File: config.mk
export PLATFORM = sky130hd
export DESIGN_NAME = clock_controller_flat
export DESIGN_NICKNAME = d
export VERILOG_FILES = /design/src/rtl/clock_controller_pkg.sv /design/src/rtl/clock_controller_if.sv /design/src/rtl/clock_controller_btn_pulse.sv /design/src/rtl/clock_controller.sv /design/src/flat_wrapper.sv
export SDC_FILE = /design/constraint.sdc
export NUM_CORES = 1
export LEC_CHECK = 0
export BUFFER_PORTS_ARGS = -buffer_cell sky130_fd_sc_hd__buf_2
export CELL_PAD_IN_SITES_DETAIL_PLACEMENT = 1
export CELL_PAD_IN_SITES_GLOBAL_PLACEMENT = 1
export CORE_ASPECT_RATIO = 1.1
export CORE_MARGIN = 2
export CORE_UTILIZATION = 45
export DETAILED_ROUTE_END_ITERATION = 6
export MAX_ROUTING_LAYER = met4
export PLACE_DENSITY = 0.82
export REMOVE_ABC_BUFFERS = 1
export SYNTH_ARGS = -nofsm -noshare
export SYNTH_HDL_FRONTEND = slang
export SYNTH_SLANG_ARGS = --single-unit
File: constraint.sdc
create_clock -name clk_normal -period 2.55 [get_ports clk_normal]
set_input_delay 0.51 -clock clk_normal [delete_from_list [all_inputs] [get_ports clk_normal]]
set_output_delay 0.51 -clock clk_normal [all_outputs]
set_load 0.01 [all_outputs]
File: src/rtl/clock_controller_pkg.sv
// Shared types and constants for the digital-clock controller: the state
// encoding (also driven out on `mode` for the display/blink logic) and the
// bit index of each time field in the add_time/sub_time strobes.
package clock_controller_pkg;

   localparam int MODE_W  = 3;
   localparam int FIELD_W = 3;

   // Field bit indices inside add_time / sub_time.
   localparam int SEC  = 0;
   localparam int MIN  = 1;
   localparam int HOUR = 2;

   typedef enum logic [MODE_W-1:0] {
      OFF      = 3'd0,
      RUN      = 3'd1,
      SET_SEC  = 3'd2,
      SET_MIN  = 3'd3,
      SET_HOUR = 3'd4
   } state_t;

   // One-hot field selected by a time-setting state; zero in OFF and RUN.
   function automatic logic [FIELD_W-1:0] field_sel(input state_t s);
      logic [FIELD_W-1:0] r;
      r = '0;
      case (s)
         SET_SEC:  r[SEC]  = 1'b1;
         SET_MIN:  r[MIN]  = 1'b1;
         SET_HOUR: r[HOUR] = 1'b1;
         default:  r = '0;
      endcase
      return r;
   endfunction

   // True for the three time-setting states.
   function automatic logic is_set(input state_t s);
      return (s == SET_SEC) || (s == SET_MIN) || (s == SET_HOUR);
   endfunction

endpackage

File: src/rtl/clock_controller_if.sv
// Signal bundle between the button/timer side of the clock and the
// controller. All strobes are single-cycle, level-sampled on the rising
// clock edge; there is no back-pressure, so a strobe that is high for one
// cycle is consumed by the receiving timer in that same cycle.
interface clock_controller_if;
   import clock_controller_pkg::*;

   logic               power;
   logic               tick;
   logic               btn_mode;
   logic               btn_add;
   logic               btn_sub;
   logic               sec_end;
   logic               min_end;
   logic               timer_reset;
   logic               sec_en;
   logic               min_en;
   logic               hour_en;
   logic [FIELD_W-1:0] add_time;
   logic [FIELD_W-1:0] sub_time;
   logic [MODE_W-1:0]  mode;

   // Controller side.
   modport slave (
      input  power, tick, btn_mode, btn_add, btn_sub, sec_end, min_end,
      output timer_reset, sec_en, min_en, hour_en, add_time, sub_time, mode
   );

   // Button/timer side.
   modport master (
      output power, tick, btn_mode, btn_add, btn_sub, sec_end, min_end,
      input  timer_reset, sec_en, min_en, hour_en, add_time, sub_time, mode
   );

endinterface

File: src/rtl/clock_controller_btn_pulse.sv
// Button front end: registers a level button, emits a one-cycle pulse on
// the first sampled press and, when REPEAT_EN is set, keeps emitting pulses
// every REPEAT_RATE cycles once the button has been held REPEAT_DELAY
// cycles. The pulse appears in the cycle after the first edge that samples
// the button high.
module clock_controller_btn_pulse #(
   parameter bit REPEAT_EN    = 1'b1,
   parameter int REPEAT_DELAY = 50,
   parameter int REPEAT_RATE  = 10
) (
   input  logic clk,
   input  logic rst,
   input  logic btn,
   output logic pulse
);

   localparam int CNT_W = $clog2(REPEAT_DELAY + REPEAT_RATE + 1);
   localparam logic [CNT_W-1:0] DELAY_V = CNT_W'(REPEAT_DELAY);
   // Once past the initial delay the counter loops DELAY..DELAY+RATE-1, so
   // it hits DELAY_V again every REPEAT_RATE cycles.
   localparam logic [CNT_W-1:0] WRAP_V  = CNT_W'(REPEAT_DELAY + REPEAT_RATE - 1);

   logic             btn_q;
   logic             btn_prev;
   logic [CNT_W-1:0] hold_cnt;
   logic             press_edge;
   logic             repeat_hit;

   // Button sampling, edge history and hold-time counter.
   always_ff @(posedge clk or posedge rst) begin
      if (rst) begin
         btn_q    <= 1'b0;
         btn_prev <= 1'b0;
         hold_cnt <= '0;
      end else begin
         btn_q    <= btn;
         btn_prev <= btn_q;
         if (!btn_q || !REPEAT_EN) begin
            hold_cnt <= '0;
         end else if (hold_cnt == WRAP_V) begin
            hold_cnt <= DELAY_V;
         end else begin
            hold_cnt <= hold_cnt + CNT_W'(1);
         end
      end
   end

   // First-press pulse plus auto-repeat pulses while held.
   always_comb begin
      press_edge = btn_q & ~btn_prev;
      repeat_hit = REPEAT_EN & btn_q & (hold_cnt == DELAY_V);
      pulse      = press_edge | repeat_hit;
   end

endmodule

File: src/rtl/clock_controller.sv
// Digital-clock sequencer: turns power/mode/add/sub buttons into strobes
// for the sec/min/hour timers, chains carries sec -> min -> hour while
// running, and runs the time-setting mode FSM with auto-repeat and an
// inactivity timeout back to RUN.
module clock_controller #(
   parameter int REPEAT_DELAY = 50,
   parameter int REPEAT_RATE  = 10,
   parameter int TIMEOUT      = 30
) (
   input  logic              clk_normal,
   input  logic              reset,
   clock_controller_if.slave bus
);
   import clock_controller_pkg::*;

   localparam int TO_W = $clog2(TIMEOUT + 1);
   localparam logic [TO_W-1:0] TIMEOUT_V = TO_W'(TIMEOUT);

   state_t             state_q;
   state_t             state_d;
   logic               timer_reset_q;
   logic [TO_W-1:0]    to_cnt;
   logic               timeout_hit;
   logic               mode_p;
   logic               add_p;
   logic               sub_p;
   logic               any_p;
   logic               add_ok;
   logic               sub_ok;
   logic [FIELD_W-1:0] field;

   clock_controller_btn_pulse #(
      .REPEAT_EN   (1'b0),
      .REPEAT_DELAY(REPEAT_DELAY),
      .REPEAT_RATE (REPEAT_RATE)
   ) u_mode_btn (
      .clk  (clk_normal),
      .rst  (reset),
      .btn  (bus.btn_mode),
      .pulse(mode_p)
   );

   clock_controller_btn_pulse #(
      .REPEAT_EN   (1'b1),
      .REPEAT_DELAY(REPEAT_DELAY),
      .REPEAT_RATE (REPEAT_RATE)
   ) u_add_btn (
      .clk  (clk_normal),
      .rst  (reset),
      .btn  (bus.btn_add),
      .pulse(add_p)
   );

   clock_controller_btn_pulse #(
      .REPEAT_EN   (1'b1),
      .REPEAT_DELAY(REPEAT_DELAY),
      .REPEAT_RATE (REPEAT_RATE)
   ) u_sub_btn (
      .clk  (clk_normal),
      .rst  (reset),
      .btn  (bus.btn_sub),
      .pulse(sub_p)
   );

   // Qualified pulses: add and sub cancel each other, a mode step beats
   // both, and nothing edits time while power is off.
   always_comb begin
      any_p       = mode_p | add_p | sub_p;
      add_ok      = bus.power & add_p & ~sub_p & ~mode_p;
      sub_ok      = bus.power & sub_p & ~add_p & ~mode_p;
      timeout_hit = (to_cnt == TIMEOUT_V);
      field       = field_sel(state_q);
   end

   // State register; timer_reset is registered from the next state so it
   // always matches (state == OFF).
   always_ff @(posedge clk_normal or posedge reset) begin
      if (reset) begin
         state_q       <= OFF;
         timer_reset_q <= 1'b1;
      end else begin
         state_q       <= state_d;
         timer_reset_q <= (state_d == OFF);
      end
   end

   // Next-state logic; power-off overrides every button.
   always_comb begin
      state_d = state_q;
      if (!bus.power) begin
         state_d = OFF;
      end else begin
         case (state_q)
            OFF:      state_d = RUN;
            RUN:      if (mode_p) state_d = SET_SEC;
            SET_SEC:  if (mode_p) state_d = SET_MIN;
                      else if (timeout_hit) state_d = RUN;
            SET_MIN:  if (mode_p) state_d = SET_HOUR;
                      else if (timeout_hit) state_d = RUN;
            SET_HOUR: if (mode_p) state_d = RUN;
                      else if (timeout_hit) state_d = RUN;
            default:  state_d = OFF;
         endcase
      end
   end

   // Inactivity counter: counts ticks while a SET state is held, cleared by
   // any button pulse or state change, saturating at TIMEOUT.
   always_ff @(posedge clk_normal or posedge reset) begin
      if (reset) begin
         to_cnt <= '0;
      end else if (!is_set(state_d) || (state_d != state_q) || any_p) begin
         to_cnt <= '0;
      end else if (bus.tick && !timeout_hit) begin
         to_cnt <= to_cnt + TO_W'(1);
      end
   end

   // Timer strobes: carry chain in RUN, per-field add/sub in SET states.
   always_comb begin
      bus.sec_en   = 1'b0;
      bus.min_en   = 1'b0;
      bus.hour_en  = 1'b0;
      bus.add_time = '0;
      bus.sub_time = '0;
      if (state_q == RUN) begin
         bus.sec_en  = bus.tick;
         bus.min_en  = bus.tick & bus.sec_end;
         bus.hour_en = bus.tick & bus.sec_end & bus.min_end;
      end
      bus.add_time = field & {FIELD_W{add_ok}};
      bus.sub_time = field & {FIELD_W{sub_ok}};
   end

   assign bus.timer_reset = timer_reset_q;
   assign bus.mode        = state_q;

endmodule
File: src/flat_wrapper.sv
// flat-port wrapper written by rule: the top's interface ports become plain ports
module clock_controller_flat import clock_controller_pkg::*;
#(
   parameter int REPEAT_DELAY = 50,
   parameter int REPEAT_RATE  = 10,
   parameter int TIMEOUT      = 30
)
  (clk_normal, reset, bus_power, bus_tick, bus_btn_mode, bus_btn_add, bus_btn_sub, bus_sec_end, bus_min_end, bus_timer_reset, bus_sec_en, bus_min_en, bus_hour_en, bus_add_time, bus_sub_time, bus_mode);
  clock_controller_if bus_i ();
  input  logic clk_normal;
  input  logic reset;
  input wire logic [$bits(bus_i.power)-1:0] bus_power;
  input wire logic [$bits(bus_i.tick)-1:0] bus_tick;
  input wire logic [$bits(bus_i.btn_mode)-1:0] bus_btn_mode;
  input wire logic [$bits(bus_i.btn_add)-1:0] bus_btn_add;
  input wire logic [$bits(bus_i.btn_sub)-1:0] bus_btn_sub;
  input wire logic [$bits(bus_i.sec_end)-1:0] bus_sec_end;
  input wire logic [$bits(bus_i.min_end)-1:0] bus_min_end;
  output wire logic [$bits(bus_i.timer_reset)-1:0] bus_timer_reset;
  output wire logic [$bits(bus_i.sec_en)-1:0] bus_sec_en;
  output wire logic [$bits(bus_i.min_en)-1:0] bus_min_en;
  output wire logic [$bits(bus_i.hour_en)-1:0] bus_hour_en;
  output wire logic [$bits(bus_i.add_time)-1:0] bus_add_time;
  output wire logic [$bits(bus_i.sub_time)-1:0] bus_sub_time;
  output wire logic [$bits(bus_i.mode)-1:0] bus_mode;
  assign bus_i.power = bus_power;
  assign bus_i.tick = bus_tick;
  assign bus_i.btn_mode = bus_btn_mode;
  assign bus_i.btn_add = bus_btn_add;
  assign bus_i.btn_sub = bus_btn_sub;
  assign bus_i.sec_end = bus_sec_end;
  assign bus_i.min_end = bus_min_end;
  assign bus_timer_reset = bus_i.timer_reset;
  assign bus_sec_en = bus_i.sec_en;
  assign bus_min_en = bus_i.min_en;
  assign bus_hour_en = bus_i.hour_en;
  assign bus_add_time = bus_i.add_time;
  assign bus_sub_time = bus_i.sub_time;
  assign bus_mode = bus_i.mode;
  clock_controller #(.REPEAT_DELAY(REPEAT_DELAY), .REPEAT_RATE(REPEAT_RATE), .TIMEOUT(TIMEOUT)) u_core (.clk_normal(clk_normal), .reset(reset), .bus(bus_i));
endmodule
==> impl_metrics.py <==
metrics = {
    "place": {
        "post_dp_cell_area_um2": 1509,
        "place.gp.congestion": 0.8070,
        "dp_slack_ns": 0.5100,
        "port_buffers": 21,
        "dp_cells": 191,
        "dpl.hpwl_mm": 2.101,
    },
    "routing": {
        "ant_nets": 0,
        "drc_errors": 0,
        "drt-pass1-iter-count": 4,
        "drt-met1-wl_mm": 1.266,
        "wirelength_mm": 2.760,
        "dr_wl_met3_um": 113,
        "vias": 1040,
        "wl_per_cell_um": 14.15,
        "wl_met2_mm": 1.334,
        "drt_iter0_markers": 38,
        "via_per_inst": 5.333,
        "highest_layer": "met4",
    },
    "global_routing": {
        "antenna_found_initial": 0,
        "grt_overflow_total": 0,
        "grt_pass1_wl_mm": 4.843,
        "grt_usage_pct": 18.81,
        "grt_pass1_vias": 1078,
        "grt_max_degree": 28,
    },
    "logic_synthesis": {
        "synthFlopType": "dfrtp_1",
        "async_flop_share_pct": 100.0,
        "postSynthAreaPerCell_um2": 9.874,
        "synth_edf_count": 0,
        "ys_types": 32,
        "ys_seq_area_share_pct": 49.68,
        "yosysWarnings": 0,
        "syn_inst": 138,
        "synth-seq-cells": 27,
        "synth.cell_area_um2": 1363,
    },
    "finish": {
        "final_cell_mix": "dfrtp_1, buf_2, nor2_1, nand2_1, nand3_1",
        "num_antenna_cells": 0,
        "fin_util_pct": 54.29,
        "finalNonFillerCells": 195,
        "layout-drive-gt1-share_pct": 19.14,
        "final_area_um2": 1535,
        "fill_cells": 339,
        "nets": 178,
        "areaGrowthSynthToFinish_pct": 12.67,
        "final_common_cell": "dfrtp_1",
    },
    "critical_path": {
        "cp_max_fo": 4,
        "cp-endpoint": "bus_sub_time[0]",
        "r2r-end": "u_core.bus.mode[0]",
        "worstSetupStartpoint": "u_core.u_sub_btn.hold_cnt[0]",
        "regToRegStartpoint": "u_core.to_cnt[0]",
        "cp_common_cell": "and3b_1",
        "worst-endpoint-required_ns": 2.04,
        "r2r_slack_ns": 0.85,
        "crit_type": "flip-flop to output pin",
        "cp_slowest_cell": "dfrtp_1",
        "worstPathCellList": "inv_1 > ha_1 > nand2_1 > o32a_1 > and3b_1 > and3b_1 > buf_2",
        "slowest_delay_ns": 0.44,
        "endpoint_kind": "output pin",
        "cp-start-kind": "flip-flop",
        "reg2reg_depth": 6,
        "arrival_ns": 1.91,
    },
    "power": {
        "vdd_drop_max_mv": 0.3724,
        "power_uw": 720.4,
        "cellLeakagePower_nw": 0.7411,
        "power_density_nw_per_um2": 469.3,
    },
    "timing": {
        "rsz0062_at_grt": "false",
        "whs_ns": 0.2065,
        "setup_tns_ns": 0,
        "skew_ns": 0.005945,
        "finalWorstPathRequiredPeriod_ns": 2.418,
        "clock.fmax_ghz": 0.4136,
        "setup_ws_ns": 0.1319,
        "slew_headroom_pct": 76.27,
        "drv_slew": 0,
        "fin_crit_sh_pct": 94.83,
        "setup_viol": 0,
        "max_slew.worst_pin.slew_ns": 0.3560,
        "finalHoldViolations": 0,
    },
    "die": {
        "dieHeight_um": 61.71,
        "design.core.area_um2": 2828,
        "dieArea_um2": 3484,
        "num_rows": 20,
        "die_w_um": 56.47,
        "ios": 22,
        "initial_core_util_pct": 48.19,
    },
    "clock_network": {
        "root_buffer": "clkbuf_4",
        "path_clk_slew_ns": 0.13,
        "clockBufferDepth": 2,
        "cts_tree": "built",
        "htreeDepth": 1,
        "cts_buffers": 3,
        "clock-sinks": 27,
        "ctsHoldBuffers": 0,
        "clock_latency_ns": 0.33,
        "cts_resized": 0,
        "cts_setup_buffers": 0,
    },
    "run_status": {
        "status": "completed",
    },
    "min_path": {
        "worst_hold_path_type": "input pin to asynchronous set/reset pin",
    },
    "flow_run": {
        "drv_cap": 0,
    },
}
-- cell type report --
class                           count  area (um^2)  share of cell area (%)
Timing Repair Buffer               22        112.6                   7.335
Clock buffer                        4        26.28                   1.711
Sequential cell                    27        676.9                   44.09
Tap cell                           33        41.29                   2.689
Multi-Input combinational cell    101        648.1                   42.22
Inverter                            8        30.03                   1.956
-- how the worst min path moves through the flow --
stage / to / slack (ns) / cells after the start
2_1_floorplan: u_core.u_mode_btn.btn_prev / 0.38 / 0
6_report: u_core.bus.mode[1] / 0.21 / 3
4_1_cts: u_core.bus.mode[1] / 0.21 / 3
3_3_place_gp: u_core.u_mode_btn.btn_prev / 0.41 / 0
5_1_grt: u_core.u_sub_btn.hold_cnt[3] / 0.22 / 3
3_5_place_dp: u_core.u_mode_btn.btn_prev / 0.41 / 0
-- worst max-delay path: cells and delay by family, from the launching register on --
| family | cells | cell delay, ns |
|---|---|---|
| DFF | 1 | 0.44 |
| adders and majority gates | 1 | 0.15 |
| AOI/OAI and AO/OA | 1 | 0.32 |
| buffers and inverters | 2 | 0.19 |
| and+or+nand+nor | 3 | 0.49 |
-- synthesized netlist by cell type (2+ instances only) --
master | instances | share of area [%]
dfrtp_1 | 26 | 48
nor2_1 | 15 | 4.1
nand2_1 | 12 | 3.3
nand3_1 | 12 | 4.4
inv_1 | 8 | 2.2
xnor2_1 | 7 | 4.5
and3_1 | 6 | 2.8
ha_1 | 6 | 5.5
xor2_1 | 5 | 3.2
a21oi_1 | 4 | 1.5
nor3_1 | 4 | 1.5
and2_1 | 3 | 1.4
and3b_1 | 3 | 1.9
nand4_1 | 3 | 1.4
o21ai_0 | 3 | 1.1
a211oi_1 | 2 | 1.1
clkbuf_1 | 2 | 0.55
nand3b_1 | 2 | 1.1
nor2b_1 | 2 | 0.92
-- report_power, final --
part	switching, mW	leakage [nW]	total [mW]	internal (mW)
logic	0.0427	0.374	0.0749	0.0322
registers	0.0192	0.352	0.463	0.444
clock network	0.121	0.0150	0.182	0.0615
total	0.183	0.741	0.720	0.538
-- state kept, by name (all words and copies together), names as in the netlist --
name,count
u_core.bus.timer_reset,1
u_core.u_mode_btn.btn_q,1
u_core.to_cnt,5
u_core.u_sub_btn.btn_prev,1
u_core.bus.mode,3
u_core.u_sub_btn.hold_cnt,6
u_core.u_add_btn.btn_q,1
u_core.u_mode_btn.btn_prev,1
u_core.u_sub_btn.btn_q,1
u_core.u_add_btn.hold_cnt,6
u_core.u_add_btn.btn_prev,1
-- metal layers --
metal	up-vias	global-route usage, %
li1	519	-
met1	492	22.86
met2	23	32.39
met3	6	2.692
met4	0	7.143
met5	-	-
-- cell families after synthesis --
family,synth area share [%]
flops,49.68
buf+inv,2.755
xor+xnor,7.713
simple gates,27.27
fa+ha+maj,5.509
compound gates,7.071
No activity file was read; power rests on OpenSTA's default activity.
